$ cat src/rtl/video_blank_gen.sv
// Video timing recovery from raw HSync/VSync: pixel/line counters, pixel enable, blanking windows,
// line/frame measurement and a horizontal lock flag. Define VIDEO_BLANK_GEN_RUNTIME_EN for
// port-supplied blanking positions that are latched once per frame.
//
// state    | meaning
// UNLOCKED | no usable line-length reference yet (after reset or sync loss)
// TRACK    | counting consecutive lines of equal length
// LOCKED   | horizontal timing stable, locked asserted

module video_blank_gen #(
    parameter int CNT_W      = 11,
    parameter int DIV_LOG2   = 1,
    parameter int HB_START   = 336,
    parameter int HB_END     = 40,
    parameter int VB_START   = 246,
    parameter int VB_END     = 6,
    parameter int LOCK_LINES = 4
) (
    input  logic             clk_sys,
    input  logic             reset_n,
    input  logic             hs,
    input  logic             vs,
`ifdef VIDEO_BLANK_GEN_RUNTIME_EN
    input  logic [CNT_W-1:0] hb_start_i,
    input  logic [CNT_W-1:0] hb_end_i,
    input  logic [CNT_W-1:0] vb_start_i,
    input  logic [CNT_W-1:0] vb_end_i,
`endif
    output logic             ce_pix,
    output logic             hblank,
    output logic             vblank,
    output logic [CNT_W-1:0] pcnt,
    output logic [CNT_W-1:0] lcnt,
    output logic [CNT_W-1:0] line_len,
    output logic [CNT_W-1:0] frame_lines,
    output logic             locked
);

    localparam logic [CNT_W-1:0] CNT_MAX    = '1;
    localparam logic [CNT_W-1:0] HB_START_C = CNT_W'(HB_START);
    localparam logic [CNT_W-1:0] HB_END_C   = CNT_W'(HB_END);
    localparam logic [CNT_W-1:0] VB_START_C = CNT_W'(VB_START);
    localparam logic [CNT_W-1:0] VB_END_C   = CNT_W'(VB_END);
    localparam logic [3:0]       LOCK_TGT   = 4'(LOCK_LINES - 1);

    typedef enum logic [1:0] {
        ST_UNLOCKED = 2'd0,
        ST_TRACK    = 2'd1,
        ST_LOCKED   = 2'd2
    } state_t;

    logic             old_hs_q, old_vs_q, old_vs_d;
    logic [CNT_W-1:0] pcnt_q, pcnt_d;
    logic [CNT_W-1:0] lcnt_q, lcnt_d;
    logic [CNT_W-1:0] line_len_q, line_len_d;
    logic [CNT_W-1:0] frame_lines_q, frame_lines_d;
    logic             hblank_q, hblank_d;
    logic             vblank_q, vblank_d;
    state_t           state_q, state_d;
    logic [3:0]       match_q, match_d;

    logic             hs_rise, vs_rise, pcnt_sat, line_match;
    logic [CNT_W-1:0] px;
    logic [CNT_W-1:0] hb_start_v, hb_end_v, vb_start_v, vb_end_v;

    assign hs_rise    = hs & ~old_hs_q;
    // vsync is only meaningful at line granularity, so its edge is judged at hs_rise
    assign vs_rise    = hs_rise & vs & ~old_vs_q;
    assign pcnt_sat   = (pcnt_q == CNT_MAX);
    assign line_match = (pcnt_q == line_len_q);
    assign px         = pcnt_q >> DIV_LOG2;

`ifdef VIDEO_BLANK_GEN_RUNTIME_EN
    logic [CNT_W-1:0] hb_start_q, hb_end_q, vb_start_q, vb_end_q;

    always_ff @(posedge clk_sys or negedge reset_n) begin
        if (!reset_n) begin
            hb_start_q <= HB_START_C;
            hb_end_q   <= HB_END_C;
            vb_start_q <= VB_START_C;
            vb_end_q   <= VB_END_C;
        end else if (vs_rise) begin
            hb_start_q <= hb_start_i;
            hb_end_q   <= hb_end_i;
            vb_start_q <= vb_start_i;
            vb_end_q   <= vb_end_i;
        end
    end

    assign hb_start_v = hb_start_q;
    assign hb_end_v   = hb_end_q;
    assign vb_start_v = vb_start_q;
    assign vb_end_v   = vb_end_q;
`else
    assign hb_start_v = HB_START_C;
    assign hb_end_v   = HB_END_C;
    assign vb_start_v = VB_START_C;
    assign vb_end_v   = VB_END_C;
`endif

    generate
        if (DIV_LOG2 == 0) begin : g_ce_full
            assign ce_pix = 1'b1;
        end else begin : g_ce_div
            assign ce_pix = &pcnt_q[DIV_LOG2-1:0];
        end
    endgenerate

    always_comb begin
        pcnt_d        = pcnt_q;
        lcnt_d        = lcnt_q;
        line_len_d    = line_len_q;
        frame_lines_d = frame_lines_q;
        old_vs_d      = old_vs_q;
        if (hs_rise) begin
            pcnt_d     = '0;
            line_len_d = pcnt_q;
            old_vs_d   = vs;
            if (vs_rise) begin
                lcnt_d        = '0;
                frame_lines_d = lcnt_q;
            end else if (lcnt_q != CNT_MAX) begin
                lcnt_d = lcnt_q + 1'b1;
            end
        end else if (!pcnt_sat) begin
            pcnt_d = pcnt_q + 1'b1;
        end
    end

    // Clear has priority over set when both positions coincide
    always_comb begin
        hblank_d = hblank_q;
        if (px == hb_end_v) begin
            hblank_d = 1'b0;
        end else if (px == hb_start_v) begin
            hblank_d = 1'b1;
        end
        vblank_d = vblank_q;
        if (lcnt_q == vb_end_v) begin
            vblank_d = 1'b0;
        end else if (lcnt_q == vb_start_v) begin
            vblank_d = 1'b1;
        end
    end

    always_comb begin
        state_d = state_q;
        match_d = match_q;
        if (pcnt_sat) begin
            state_d = ST_UNLOCKED;
            match_d = '0;
        end else if (hs_rise) begin
            case (state_q)
                ST_UNLOCKED: begin
                    state_d = ST_TRACK;
                    match_d = '0;
                end
                ST_TRACK: begin
                    if (!line_match) begin
                        match_d = '0;
                    end else if ((match_q + 4'd1) >= LOCK_TGT) begin
                        state_d = ST_LOCKED;
                        match_d = LOCK_TGT;
                    end else begin
                        match_d = match_q + 4'd1;
                    end
                end
                ST_LOCKED: begin
                    if (!line_match) begin
                        state_d = ST_TRACK;
                        match_d = '0;
                    end
                end
                default: begin
                    state_d = ST_UNLOCKED;
                    match_d = '0;
                end
            endcase
        end
    end

    always_ff @(posedge clk_sys or negedge reset_n) begin
        if (!reset_n) begin
            old_hs_q      <= 1'b0;
            old_vs_q      <= 1'b0;
            pcnt_q        <= CNT_MAX;
            lcnt_q        <= CNT_MAX;
            line_len_q    <= CNT_MAX;
            frame_lines_q <= CNT_MAX;
            hblank_q      <= 1'b1;
            vblank_q      <= 1'b1;
            state_q       <= ST_UNLOCKED;
            match_q       <= '0;
        end else begin
            old_hs_q      <= hs;
            old_vs_q      <= old_vs_d;
            pcnt_q        <= pcnt_d;
            lcnt_q        <= lcnt_d;
            line_len_q    <= line_len_d;
            frame_lines_q <= frame_lines_d;
            hblank_q      <= hblank_d;
            vblank_q      <= vblank_d;
            state_q       <= state_d;
            match_q       <= match_d;
        end
    end

    assign pcnt        = pcnt_q;
    assign lcnt        = lcnt_q;
    assign line_len    = line_len_q;
    assign frame_lines = frame_lines_q;
    assign hblank      = hblank_q;
    assign vblank      = vblank_q;
    assign locked      = (state_q == ST_LOCKED);

endmodule

$ cat config.mk
export PLATFORM = sky130hd
export DESIGN_NAME = video_blank_gen
export DESIGN_NICKNAME = d
export VERILOG_FILES = /design/src/rtl/video_blank_gen.sv
export SDC_FILE = /design/constraint.sdc
export NUM_CORES = 1
export LEC_CHECK = 0
export CAP_MARGIN = 25
export CORE_UTILIZATION = 35
export DETAILED_ROUTE_END_ITERATION = 6
export HOLD_SLACK_MARGIN = 0.08
export PLACE_DENSITY = 0.67
export SETUP_SLACK_MARGIN = 0.1
export SYNTH_ARGS = -nofsm -noshare
export SYNTH_HDL_FRONTEND = slang
export SYNTH_SLANG_ARGS = --single-unit
$ cat constraint.sdc
create_clock -name clk_sys -period 2.5 [get_ports clk_sys]
set_input_delay 0.5 -clock clk_sys [delete_from_list [all_inputs] [get_ports clk_sys]]
set_output_delay 0.5 -clock clk_sys [all_outputs]
set_load 0.02 [all_outputs]
==> results of run 1 <==
[power groups by stage]
| stage | registers, mW | clock network [mW] | logic, mW |
|---|---|---|---|
| after detailed placement | 1.21 | 0 | 0.715 |
| after floorplan | 1.29 | 0 | 0.327 |
| after CTS | 1.19 | 0.488 | 0.723 |
| after global routing | 1.22 | 0.522 | 0.771 |
| final | 1.19 | 0.471 | 0.710 |
| after global placement | 1.20 | 0 | 0.709 |
[how the worst max path moves through the flow]
stage	slack [ns]	endpoint	startpoint
after global placement	0.28	pcnt[9]$_DFFE_PN1P_	pcnt[0]$_DFFE_PN1P_
after floorplan	0.45	match_q[2]$_DFFE_PN0P_	pcnt[0]$_DFFE_PN1P_
after detailed placement	0.23	pcnt[9]$_DFFE_PN1P_	pcnt[0]$_DFFE_PN1P_
after CTS	0.20	pcnt[9]$_DFFE_PN1P_	pcnt[0]$_DFFE_PN1P_
final	0.28	locked	state_q[1]$_DFFE_PN0P_
after global routing	0.22	locked	state_q[1]$_DFFE_PN0P_
[critical path: cells and delay by family, from the launching register on]
kind | cells | cell delay [ns]
AND/OR/NAND/NOR | 1 | 0.32
flip-flops | 1 | 0.42
buffers and inverters | 1 | 0.67
[layer usage]
metal	share of wire [%]	track usage, %	vias up
li1	-	-	1017
met1	51	22.34	1038
met2	44	22.58	42
met3	3.8	2.961	5
met4	1.2	4.839	0
met5	0	0	-
[cells in the final DEF (no fill, tap or decap), types with 2 or more instances in the layout]
cell and count:
nand2b_1 2, clkbuf_8 5, buf_4 6, and3_2 2, xor2_1 22, a31oi_1 4, clkdlybuf4s50_1 50, nand3b_1 2
o21ai_0 11, and3_1 6, nand3_1 7, a21oi_1 2, mux2_2 11, nor3_1 3, or4_1 2, dfstp_2 46
inv_1 4, nor2_1 24, nand2_1 56, ha_1 5, nor4_1 2, nor3b_1 2, nand4_1 8, xnor2_1 3
clkbuf_1 3, dfrtp_1 8
[repair_timing]
item                                    in CTS  in global routing
setup buffers                                0                  0
endpoints found under the setup margin       0                  2
gates resized for setup                      0                  1
[layout make-up]
class | count | area [um2] | area share (%)
flip-flops and latches | 54 | 1409 | 41.23
multi-input cells | 196 | 1219 | 35.66
repair buffers | 58 | 570.5 | 16.70
well taps | 99 | 123.9 | 3.625
clock buffers | 8 | 80.08 | 2.343
inverters | 4 | 15.01 | 0.4394
[per-stage QoR]
step                cells  hold WS [ns]  utilization, %
floorplan             272        0.2044               -
global placement      411        0.4548           45.23
detailed placement    411        0.4642           45.23
CTS                   419        0.2253           46.32
global route          419        0.2593           46.37
finish                419        0.2141           46.37
[sequential cells by signal, summed over array words and instances, names as in the netlist]
name         count
frame_lines     11
lcnt            11
line_len        11
pcnt            11
match_q          4
state_q          2
hblank           1
old_hs_q         1
old_vs_q         1
vblank           1
[kinds of logic (layout without fill, tap and decap cells)]
group	Yosys count	count (layout)	share of synthesized area, %
XOR/XNOR	25	25	8.042
multiplexers	12	12	4.917
adder cells (fa/ha/maj)	5	5	2.298
buffers and inverters	22	70	3.906
flip-flops	54	54	51.75
AND/OR/NAND/NOR	127	127	22.56
AO/OA/AOI/OAI	27	27	6.526
==> results.cfg, run 1 <==
[power]
pwr-share-comb_pct = 29.9
p_int_mw = 1.589
power_frac_seq_pct = 50.2
p_per_area_nw_per_um2 = 694.6
swShare_pct = 33.03
clockPowerShare_pct = 19.9
leakage_nw = 1.405
ir_drop_mv = 0.5056
p_switching_mw = 0.7839
total_power_mw = 2.373

[timing]
tns_ns = 0
finalSetupViolCount = 0
rsz0062_at_grt = false
hold_viol = 0
period_share_pct = 88.66
worst_pin_slew_ns = 0.6398
skew_ns = 0.007239
report.final.slew_viol_count = 0
setup_slack_ns = 0.2836
relSlewSlack_pct = 57.34
min_period_ns = 2.216
fmax_ghz = 0.4512

[layout]
layout-drive-gt1-share_pct = 24.38
finalInstanceArea_um2 = 3417
syn2layout_area_growth_pct = 25.51
antennaDiodeCount = 0
fill_cells = 710
nets = 328

[clock_tree]
clk_latency_ns = 0.30
cts_hold_buf = 0
root_buffer = clkbuf_8
htreeDepth = 2
numCtsBuffers = 5
clk_pin_slew_ns = 0.09
cts_tree = done
clockBufferDepth = 2
cts_sinks = 54

[synthesis]
avgSynthCellArea_um2 = 10.01
synth_area_leaders = dfstp_2, nand2_1, dfrtp_1
yosysTopAreaCell = dfstp_2
ys_top_cells_by_count = nand2_1, dfstp_2, nor2_1, xor2_1
synth.most_common_cell = nand2_1
yosysUniqueCellTypes = 45
async_flop_share_pct = 100.0
syn_inst = 272
yosysSeqAreaShare_pct = 51.75
ys_ff_latch = 54
yosysWarnings = 0
syn_area_um2 = 2723
synth_edf_count = 0
synth_fp_nets = 281
synth_flop_cell = dfstp_2
synth_top_area_share_pct = 44.39

[setup_path]
rr_endpoint = state_q[1]$_DFFE_PN0P_
critical_path_arrival_ns = 1.72
cp-end-kind = output pin
reg2reg_depth = 5
rr_startpoint = pcnt[6]$_DFFE_PN1P_
critPathSlowestCell = clkdlybuf4s50_1
cp-start-kind = flop
crit_chain = nor2b_1 -> clkdlybuf4s50_1
path_class = flop to output pin
slowest_delay_ns = 0.67
cp.required_ns = 2.00
crit_fanout = 6
r2r_setup_slack_ns = 0.35

[placed_design]
gp_congestion = 0.8073
dpl_cell_area_um2 = 3333
io_buffers = 51
preCtsSetupSlack_ns = 0.2329
hpwl_mm = 4.212

[detailed_routing]
wirelength_mm = 5.992
vias = 2102
wire_per_inst_um = 14.30
first_pass_iters = 4
avgViaCountPerCell = 5.017
drt_iter0_drc = 98
antenna_left = 0
drc_errors = 0

[die]
die_h_um = 90.20
core_um2 = 7370
pin_count = 52
dieArea_um2 = 8136
rows = 31
start_util_pct = 36.94
die_w_um = 90.20

[grt]
grt_max_degree = 29
grt_pass1_wl_mm = 10.05
grt_pass1_vias = 2010
antenna_found_initial = 0
overflow = 0
grt_usage_pct = 15.25

[worst_hold_path]
hp-class = primary input to asynchronous set/reset pin

[job]
maxCapViolations = 0

[run_status]
status = complete, no violations
No activity file was read; power rests on OpenSTA's default activity.
==> run 2: changes to the inputs <==
--- a/config.mk
+++ b/config.mk
@@ -11,6 +11,7 @@
 export HOLD_SLACK_MARGIN = 0.08
 export PLACE_DENSITY = 0.67
 export SETUP_SLACK_MARGIN = 0.1
+export SKIP_CTS_REPAIR_TIMING = 1
 export SYNTH_ARGS = -nofsm -noshare
 export SYNTH_HDL_FRONTEND = slang
 export SYNTH_SLANG_ARGS = --single-unit
==> results of run 2 <==
No change in the layout: final DEF, timing and power equal those of run 1.
==> run 3: changes to the inputs <==
--- a/config.mk
+++ b/config.mk
@@ -6,10 +6,12 @@
 export NUM_CORES = 1
 export LEC_CHECK = 0
 export CAP_MARGIN = 25
+export CELL_PAD_IN_SITES_DETAIL_PLACEMENT = 1
+export CELL_PAD_IN_SITES_GLOBAL_PLACEMENT = 1
 export CORE_UTILIZATION = 35
 export DETAILED_ROUTE_END_ITERATION = 6
 export HOLD_SLACK_MARGIN = 0.08
-export PLACE_DENSITY = 0.67
+export PLACE_DENSITY = 0.8
 export SETUP_SLACK_MARGIN = 0.1
 export SKIP_CTS_REPAIR_TIMING = 1
 export SYNTH_ARGS = -nofsm -noshare
==> run 3 against run 2 <==
  * Sequential share of layout area down 0.11 points
  * Global-route usage grew 2.6 points
  * Final area up 0.26%
  * Hold slack worse by 0.0098 ns
  * Core utilization is 0.12 points higher
  * Sequential power about the same
  * Register-to-register slack worse by 0.04 ns
  * Routed wire length up 13%
  * Cell count unchanged
  * Via count up 1.9%
  * Non-clock buffer count did not move
  * Total power increased by 2.3%
==> results.cfg, run 3 (synthesized netlist as in run 1, its figures left out) <==
[clock_tree]
clk_pin_slew_ns = 0.09
clk_latency_ns = 0.31
root_buffer = clkbuf_8
numCtsBuffers = 5
htreeDepth = 2
clockBufferDepth = 2
cts_sinks = 54
cts_tree = done

[layout]
fill_cells = 847
fin_cells = 419
syn2layout_area_growth_pct = 25.83
fin_util_pct = 46.49
mostFrequentLayoutCell = nand2_1
finalInstanceArea_um2 = 3426
antennaDiodeCount = 0
mostFrequentLayoutCells = nand2_1, clkdlybuf4s50_1, dfstp_2
nets = 328
layout-drive-gt1-share_pct = 24.69

[die]
pin_count = 52
start_util_pct = 36.94
rows = 31
core_um2 = 7370
die_h_um = 90.20
dieArea_um2 = 8136
die_w_um = 90.20

[grt]
use_met3_pct = 3.299
grt_usage_pct = 17.90
grt.busiest_layer = met2
antenna_found_initial = 0
grt_pass1_vias = 2205
met2_usage_pct = 27.61
grt_max_degree = 29
grt_pass1_wl_mm = 11.57
gr-usage-met1_pct = 25.23
overflow = 0

[timing]
skew_ns = 0.01448
min_period_ns = 2.232
tns_ns = 0
fmax_ghz = 0.4480
finalSetupViolCount = 0
report.final.slew_viol_count = 0
relSlewSlack_pct = 58.15
rsz0062_at_grt = false
worst_pin_slew_ns = 0.6278
hold_viol = 0
setup_slack_ns = 0.2676
period_share_pct = 89.30
whs_ns = 0.2043

[setup_path]
cp-start-kind = flop
path_class = flop to output pin
critical_path_arrival_ns = 1.73
slowest_delay_ns = 0.67
cp_top_family = buffers and inverters
cp.required_ns = 2.00
crit_chain = nor2b_1 -> clkdlybuf4s50_1
path_buf_inv = 1
crit_fanout = 6
critPathSlowestCell = clkdlybuf4s50_1
cp-end-kind = output pin

[detailed_routing]
wire_per_inst_um = 16.12
avgViaCountPerCell = 5.110
drt_iter0_drc = 94
drc_errors = 0
wirelength_mm = 6.756
antenna_left = 0
vias = 2141
first_pass_iters = 4

[run_status]
status = complete, no violations

[power]
p_per_area_nw_per_um2 = 708.4
ir_drop_mv = 0.4378
leakage_nw = 1.413
total_power_mw = 2.427

[job]
maxCapViolations = 0

[placed_design]
dpl_cell_area_um2 = 3331
hpwl_mm = 4.824
gp_congestion = 0.8279
io_buffers = 51
preCtsSetupSlack_ns = 0.1926
dp_cells = 411

[worst_hold_path]
hp-class = primary input to asynchronous set/reset pin
-- run 3: cell type report --
cell class | count | area [um2] | area share [%]
Tap cell | 99 | 123.9 | 3.616
Clock buffer | 7 | 86.33 | 2.520
Multi-Input combinational cell | 196 | 1216 | 35.50
Clock inverter | 1 | 5.005 | 0.1461
Inverter | 4 | 15.01 | 0.4383
Sequential cell | 54 | 1409 | 41.12
Timing Repair Buffer | 58 | 570.5 | 16.65
-- run 3: final timing paths --
check / startpoint / endpoint / slack [ns] / cells past startpoint
setup reg to reg: pcnt[4]$_DFFE_PN1P_ / state_q[1]$_DFFE_PN0P_ / 0.31 / 5
hold reg to reg: line_len[1]$_DFFE_PN1P_ / line_len[1]$_DFFE_PN1P_ / 0.48 / 2
setup / recovery: state_q[1]$_DFFE_PN0P_ / locked / 0.27 / 2
min in group clk_sys: line_len[1]$_DFFE_PN1P_ / line_len[1]$_DFFE_PN1P_ / 0.48 / 2
hold / removal: reset_n / match_q[2]$_DFFE_PN0P_ / 0.20 / 1
max in group asynchronous: reset_n / frame_lines[9]$_DFFE_PN1P_ / 1.64 / 2
-- run 3: power breakdown --
group	leakage (nW)	total, mW	internal, mW	switching [mW]
sequential	0.578	1.21	1.06	0.155
clock	0.0482	0.507	0.224	0.283
combinational	0.786	0.708	0.327	0.382
total	1.41	2.43	1.61	0.819
-- run 3: routing by layer --
layer,up-vias,share of wire [%],routed length [um]
met5,-,0,0
met3,10,3.3,225
li1,1009,-,-
met2,45,47,3173
met1,1077,48,3234
met4,0,1.8,123
